`src/rtl/multiplier_control_if.sv`:
```
// -----------------------------------------------------------------------------
// multiplier_control_if
// Groups the handshake and control strobes between the shift-add multiplier
// sequencer and its surroundings (switch/run inputs, datapath control lines).
//
// Signals:
//   Run           active-low start request (debounced, synchronized upstream)
//   ClearA_LoadB  active-low request to clear A/X and load B from switches
//   M             current multiplier bit B[0] from the datapath
//   ClrA_X        clear accumulator A and sign bit X this cycle
//   LdB           load register B from switches this cycle
//   Add / Sub     A/X <= A +/- S (sign-extended) this cycle
//   Shift         arithmetic right shift of X:A:B this cycle
//   Busy          multiplication in progress
//   Done          result valid in A:B, waiting for Run release
//   Count         current bit index (debug)
//
// Modports:
//   master  drives the requests and M, observes the control strobes
//   slave   the sequencer itself
// -----------------------------------------------------------------------------
interface multiplier_control_if;
    logic       Run;
    logic       ClearA_LoadB;
    logic       M;
    logic       ClrA_X;
    logic       LdB;
    logic       Add;
    logic       Sub;
    logic       Shift;
    logic       Busy;
    logic       Done;
    logic [2:0] Count;

    modport master (
        output Run, ClearA_LoadB, M,
        input  ClrA_X, LdB, Add, Sub, Shift, Busy, Done, Count
    );

    modport slave (
        input  Run, ClearA_LoadB, M,
        output ClrA_X, LdB, Add, Sub, Shift, Busy, Done, Count
    );
endinterface

```
`src/rtl/multiplier_control.sv`:
```
// -----------------------------------------------------------------------------
// multiplier_control
// Sequencer for an 8x8 signed shift-add multiplier. One Run press performs a
// clear of A/X, then eight ADD/SHIFT pairs (the last ADD subtracts, since the
// multiplier MSB carries negative weight in two's complement), then waits in
// HALT with Done raised until Run is released.
//
// Ports:
//   Clk    system clock, rising edge
//   Reset  synchronous active-low reset
//   bus    multiplier_control_if.slave (requests in, control strobes out)
// -----------------------------------------------------------------------------
module multiplier_control (
    input  logic                 Clk,
    input  logic                 Reset,
    multiplier_control_if.slave  bus
);

    typedef enum logic [2:0] {
        IDLE  = 3'd0,
        CLR   = 3'd1,
        ADD   = 3'd2,
        SHIFT = 3'd3,
        HALT  = 3'd4
    } state_t;

    state_t     state_r;
    state_t     state_next_s;
    state_t     out_state_s;
    logic [2:0] count_r;
    logic [2:0] count_next_s;

    // State and bit-index registers with synchronous active-low reset.
    always_ff @(posedge Clk) begin
        if (!Reset) begin
            state_r <= IDLE;
            count_r <= 3'd0;
        end else begin
            state_r <= state_next_s;
            count_r <= count_next_s;
        end
    end

    // Next-state and next-count logic.
    always_comb begin
        state_next_s = state_r;
        count_next_s = count_r;
        case (state_r)
            IDLE: begin
                // A pending load takes priority over a start request.
                if (!bus.ClearA_LoadB) begin
                    state_next_s = IDLE;
                end else if (!bus.Run) begin
                    state_next_s = CLR;
                    count_next_s = 3'd0;
                end else begin
                    state_next_s = IDLE;
                end
            end
            CLR: begin
                state_next_s = ADD;
            end
            ADD: begin
                state_next_s = SHIFT;
            end
            SHIFT: begin
                if (count_r == 3'd7) begin
                    state_next_s = HALT;
                end else begin
                    state_next_s = ADD;
                    count_next_s = count_r + 3'd1;
                end
            end
            HALT: begin
                // Stay here until Run is released so one press gives one product.
                if (bus.Run) begin
                    state_next_s = IDLE;
                    count_next_s = 3'd0;
                end else begin
                    state_next_s = HALT;
                end
            end
            default: begin
                state_next_s = IDLE;
                count_next_s = 3'd0;
            end
        endcase
    end

    // While Reset is held low the strobes decode as if idle, so a reset that
    // lands mid-run never drives datapath operations during the reset cycle.
    always_comb begin
        if (Reset) begin
            out_state_s = state_r;
        end else begin
            out_state_s = IDLE;
        end
    end

    // Output decode; everything not asserted in a state stays 0.
    always_comb begin
        bus.ClrA_X = 1'b0;
        bus.LdB    = 1'b0;
        bus.Add    = 1'b0;
        bus.Sub    = 1'b0;
        bus.Shift  = 1'b0;
        bus.Busy   = 1'b0;
        bus.Done   = 1'b0;
        case (out_state_s)
            IDLE: begin
                if (!bus.ClearA_LoadB) begin
                    bus.ClrA_X = 1'b1;
                    bus.LdB    = 1'b1;
                end else begin
                    bus.ClrA_X = 1'b0;
                    bus.LdB    = 1'b0;
                end
            end
            CLR: begin
                bus.ClrA_X = 1'b1;
                bus.Busy   = 1'b1;
            end
            ADD: begin
                bus.Busy = 1'b1;
                // The sign bit (index 7) is subtracted; lower bits are added.
                if (count_r == 3'd7) begin
                    bus.Sub = bus.M;
                end else begin
                    bus.Add = bus.M;
                end
            end
            SHIFT: begin
                bus.Shift = 1'b1;
                bus.Busy  = 1'b1;
            end
            HALT: begin
                bus.Done = 1'b1;
            end
            default: begin
                bus.Done = 1'b0;
            end
        endcase
    end

    assign bus.Count = count_r;

endmodule

```
`src/flat_wrapper.sv`:
```
// flat-port wrapper written by rule: the top's interface ports become plain ports
module multiplier_control_flat 
  (Clk, Reset, bus_Run, bus_ClearA_LoadB, bus_M, bus_ClrA_X, bus_LdB, bus_Add, bus_Sub, bus_Shift, bus_Busy, bus_Done, bus_Count);
  multiplier_control_if bus_i ();
  input  logic Clk;
  input  logic Reset;
  input wire logic [$bits(bus_i.Run)-1:0] bus_Run;
  input wire logic [$bits(bus_i.ClearA_LoadB)-1:0] bus_ClearA_LoadB;
  input wire logic [$bits(bus_i.M)-1:0] bus_M;
  output wire logic [$bits(bus_i.ClrA_X)-1:0] bus_ClrA_X;
  output wire logic [$bits(bus_i.LdB)-1:0] bus_LdB;
  output wire logic [$bits(bus_i.Add)-1:0] bus_Add;
  output wire logic [$bits(bus_i.Sub)-1:0] bus_Sub;
  output wire logic [$bits(bus_i.Shift)-1:0] bus_Shift;
  output wire logic [$bits(bus_i.Busy)-1:0] bus_Busy;
  output wire logic [$bits(bus_i.Done)-1:0] bus_Done;
  output wire logic [$bits(bus_i.Count)-1:0] bus_Count;
  assign bus_i.Run = bus_Run;
  assign bus_i.ClearA_LoadB = bus_ClearA_LoadB;
  assign bus_i.M = bus_M;
  assign bus_ClrA_X = bus_i.ClrA_X;
  assign bus_LdB = bus_i.LdB;
  assign bus_Add = bus_i.Add;
  assign bus_Sub = bus_i.Sub;
  assign bus_Shift = bus_i.Shift;
  assign bus_Busy = bus_i.Busy;
  assign bus_Done = bus_i.Done;
  assign bus_Count = bus_i.Count;
  multiplier_control u_core (.Clk(Clk), .Reset(Reset), .bus(bus_i));
endmodule
```
`config.mk`:
```
export PLATFORM = sky130hd
export DESIGN_NAME = multiplier_control_flat
export DESIGN_NICKNAME = d
export VERILOG_FILES = /design/src/rtl/multiplier_control_if.sv /design/src/rtl/multiplier_control.sv /design/src/flat_wrapper.sv
export SDC_FILE = /design/constraint.sdc
export NUM_CORES = 1
export LEC_CHECK = 0
export CAP_MARGIN = 10
export CORE_MARGIN = 1.5
export CORE_UTILIZATION = 28
export CTS_BUF_LIST = sky130_fd_sc_hd__clkbuf_16
export DETAILED_ROUTE_END_ITERATION = 8
export GPL_ROUTABILITY_DRIVEN = 0
export MAX_ROUTING_LAYER = met4
export PLACE_DENSITY = 0.6
export SLEW_MARGIN = 40
export SYNTH_ARGS = -nofsm -noshare
export SYNTH_HDL_FRONTEND = slang
export SYNTH_SLANG_ARGS = --single-unit
```
`constraint.sdc`:
```
create_clock -name Clk -period 1.4 [get_ports Clk]
set_input_delay 0.28 -clock Clk [delete_from_list [all_inputs] [get_ports Clk]]
set_output_delay 0.28 -clock Clk [all_outputs]
set_load 0.01 [all_outputs]
```
======== Yosys cells after proc, flatten, opt, wreduce, memory -nomap -nowiden ========
Cells that the tools add are included.
storage, ports and cells
  register bits ........................... 6
  input bits .............................. 5
  output and inout port bits .............. 10
cells by class
  add/subtract/negate cells ............... 1
  equality and inequality tests ........... 13
  mux-type cells .......................... 21
  bitwise operators ....................... 1
  reduce and logical (&&, ||, !) cells .... 5
operators with widths
  operator                                                         count
  3-bit 2-to-1 mux                                                 8
  3-bit one-hot mux with 5 select lines                            1
  3-bit by 2-bit == test with 1-bit output, second input constant  4
  3-bit one-hot mux with 4 select lines                            1
  1-bit 2-to-1 mux                                                 10
  3-bit == test, second input constant                             3
  2-bit != test, second input constant                             4
  3-bit by 1-bit == test with 1-bit output, second input constant  2
  3-bit zero test                                                  2
  5-bit AND reduction                                              1
  3-bit by 1-bit adder with 3-bit output, second input constant    1
  3-bit OR reduction                                               1
  1-bit one-hot mux with 2 select lines                            1
  2-bit OR reduction                                               1
  1-bit NOT                                                        1

======== Logic depth before layout (Yosys ltp) ========
  word-level depth ........................ 4
  mapped depth ............................ 6
  mapped depth without buffers ............ 6

======== Worst setup path after synthesis ========
Ideal clock, no wire load.
  kind .................................... register to register
  start point ............................. register u_core.count_r[0], in the netlist u_core.bus.Count[0]
  end point ............................... register u_core.count_r[0], in the netlist u_core.bus.Count[0]
  data arrival time ....................... 1218 ps
  required time ........................... 1281 ps
  path slack .............................. 63 ps
  cell stages (with the launch flop) ...... 7
  path buffers ............................ 0
  clock period less this slack ............ 1337 ps
  cell sequence ........................... dfxtp_1 -> ha_1 -> ha_1 -> nor2b_1 -> o21ai_0 -> nand3_2 -> mux2i_1
between the ends
  cells in the longest elaborated chain, start to end .. 3
  elaborated cells on any way between the ends .. 6
  classes of those cells .................. 1 x add/sub; 2 x eq/ne; 2 x mux; 1 x reduce/logical
RTL lines
  what                                                                          line                                                RTL
  from (decl)                                                                   multiplier_control.sv:30                            logic [2:0] count_r;
  from (signal assigned)                                                        multiplier_control.sv:40                            count_r <= count_next_s;
  3-bit by 1-bit adder with 3-bit output or 3-bit == test (tied branches)       multiplier_control.sv:71, multiplier_control.sv:67
  3-bit 2-to-1 mux or 2-bit != test (tied branches)                             -
  3-bit one-hot mux with 4 select lines or 5-bit AND reduction (tied branches)  -
Several ways; a longest one is shown, not always the timed one. The select of a mux whose other input is x is not followed.
A chain may end at the register's enable or synchronous reset.

======== Worst setup path in the final report ========
  start point ............................. register u_core.state_r[2]
  end point ............................... output bus_Sub
between the ends
  cells in the longest elaborated chain, start to end .. 3
RTL lines
  what                                      line                       RTL
  from (decl)                               multiplier_control.sv:27   state_t state_r;
  from (signal assigned)                    multiplier_control.sv:39   state_r <= state_next_s;
  3-bit 2-to-1 mux                          multiplier_control.sv:93   if (Reset) begin
  3-bit by 2-bit == test with 1-bit output  multiplier_control.sv:109  case (out_state_s)
  1-bit 2-to-1 mux                          multiplier_control.sv:109
  to (decl)                                 flat_wrapper.sv:13         output wire logic [$bits(bus_i.Sub)-1:0] bus_Sub;
Every way passes these cells.

==> results.ini <==
[setup_path]
required_ns = 1.12
worst_setup_path_start_kind = register
worstPathMaxFanout = 5
regToRegEndpoint = u_core.bus.Count[0]
timing.rr.start = u_core.bus.Count[0]
worstSetupPathType = register to primary output
crit_chain = buf_6 -> nand2b_4 -> nor2_4 -> nand3_2 -> nor2_1 -> buf_2
max_stage_delay_ns = 0.32
arrival_ns = 1.21
crit_path_end_kind = primary output
critPathSlowestCell = dfxtp_2
reg2reg_depth = 7
r2r_slack_ns = 0.07

[placed_design]
place_ws_ns = -0.668
io_buffers = 14
dpl.hpwl_um = 767
place_area_sq_um = 648
dp_cells = 91

[sta]
hold_viol = 0
worstMarginPinSlew_ns = 0.274
fmax_mhz = 672
slew_headroom = 0.817
setup_viol = 4
clock_skew_ns = 0.00373
period_needed_ns = 1.49
grt_setup_unrepaired = true
drv_slew = 0
setup_slack_ns = -0.0881
fin_setup_tns_ns = -0.311
period_share = 1.06
holdWs_ns = 0.546

[finish]
finish.instance_area_sq_um = 798
area_growth_pct = 108
instances_no_fill = 97
final_nets = 92
multi_input_area_sq_um = 309
fillers = 111
regArea_sq_um = 128
drive_gt1_frac = 0.585
postLayoutCoreUtil = 0.621
antenna_cells = 0

[yosys]
ys_ff_latch = 6
syn_inst = 48
seq_area_frac_synth = 0.313
synth_warnings = 0
ys_types = 21
syn-num-nets = 56
syn_area_sq_um = 384
syn_area_per_cell_sq_um = 8.00

[global_routing]
grt_usage = 0.167
grt_pass1_vias = 372
grt_pass1_wl_um = 1610
grt_remaining_overflow = 0
grt_max_degree = 8
antenna_found_initial = 0

[drt]
drc = 0
antenna_left = 0
routed_via_density = 4.79
first_pass_iters = 4
vias = 465
totalWireLength_um = 1160
drt-initial-drc-count = 5
wl_per_cell_um = 11.9

[clocking]
cts_made_buffers = 3
worstSkewPairLatency_ns = 0.23
cts_tree = yes
numClockSinks = 6
htree_levels = 1
path_clk_slew_ns = 0.03
holdBufCountCts = 0
cts.path.max_buffers = 2
cts-root-buf = clkbuf_16

[job]
maxCapViolations = 0

[die]
boundaryPins = 15
fp.dieH_um = 40.0
core-area_sq_mm = 0.00128
fp.dieW_um = 40.0
initial_core_util = 0.299
dieArea_sq_mm = 0.00160
rows = 13

[worst_hold_path]
whs_endpoint = u_core.state_r[0]
worstHoldPathCells = 2
hp-class = register to register
min-delay-start = u_core.state_r[0]

[power]
sw_frac_of_total = 0.200
internal_power_uw = 610
p_total_uw = 763
pwr-share-clk = 0.607
peakVddDrop_v = 0.000828
p_sw_uw = 153
pwr-share-seq = 0.237
pwr-share-comb = 0.157
power_leakage_nw = 0.370
power.density_mw_per_mm2 = 955

[run_status]
violations = negative setup slack
outcome = finished, violations left

[worst max-delay path: cells and delay by family, from the launching register on]
kind,cells,cell delay [ns]
flip-flops,1,0.32
buffers and inverters,2,0.24
AND/OR/NAND/NOR,4,0.43
[state kept, by name, summed over array words and instances (netlist names)]
register / count
u_core.bus.Count: 3
u_core.state_r: 3
[cells in the mapped netlist (all sizes together)]
cell,count,area (sq um)
and2,1,6.26
o32ai,1,8.76
or3,2,13.8
inv,3,11.3
nand2b,1,13.8
nor3,1,5.00
nand2,8,30.0
dfxtp,6,120
ha,3,37.5
mux2i,3,30.0
a21oi,3,15.0
o21ai,2,10.0
and3,1,7.51
buf,1,7.51
o21a,2,15.0
nor2b,1,6.26
nor2,6,22.5
nand3,2,15.0
nand4b,1,8.76
[logic make-up after synthesis]
group	synth area share
AND/OR/NAND/NOR	0.336
AO/OA/AOI/OAI	0.127
flip-flops	0.313
buffers and inverters	0.0489
multiplexers	0.0782
adder cells (fa/ha/maj)	0.0977
[layout make-up]
type | instances | area share
multi-input combinational | 38 | 0.387
inverter | 3 | 0.0141
clock buffer | 3 | 0.0940
timing repair buffer | 32 | 0.321
sequential | 6 | 0.160
tap | 15 | 0.0235
[what timing repair did]
action,CTS,global route
pin swaps,6,9
setup endpoints to repair,13,10
resized for setup,45,12
setup buffers,1,2
endpoints found under the hold margin,0,0
[power groups by stage]
stage	logic (mW)	registers, mW	clock network (mW)
after global placement	0.103	0.181	0
after global routing	0.129	0.181	0.483
after CTS	0.102	0.179	0.469
after detailed placement	0.103	0.181	0
final	0.119	0.181	0.463
after floorplan	0.0411	0.185	0
[layer usage]
| layer | part of all wire | wire, um | global-route usage |
|---|---|---|---|
| met1 | 0.46 | 528 | 0.203 |
| met2 | 0.46 | 536 | 0.226 |
| met3 | 0.065 | 75 | 0.0833 |
| met4 | 0.014 | 16 | 0.0776 |
| met5 | 0 | 0 | - |
[placed cells by master, fill, tap and decap left out, types with 4 or more instances in the layout]
cell type,netlist,layout
buf_4,1,14
nand2_1,8,8
buf_2,0,6
dfxtp_2,0,6
dlygate4sd2_1,0,4
buf_6,0,4
[worst max path at each step]
stage	startpoint	end	slack, ns	cells after the start
2_1_floorplan	u_core.bus.Count[0]	u_core.bus.Count[0]	0.06	6
5_1_grt	u_core.state_r[2]	bus_Sub	-0.18	6
6_report	u_core.state_r[2]	bus_Sub	-0.09	6
3_5_place_dp	Reset	bus_Sub	-0.67	6
4_1_cts	u_core.state_r[2]	bus_Sub	-0.12	6
3_3_place_gp	Reset	bus_Sub	-0.66	6
No activity file was read; power rests on OpenSTA's default activity.
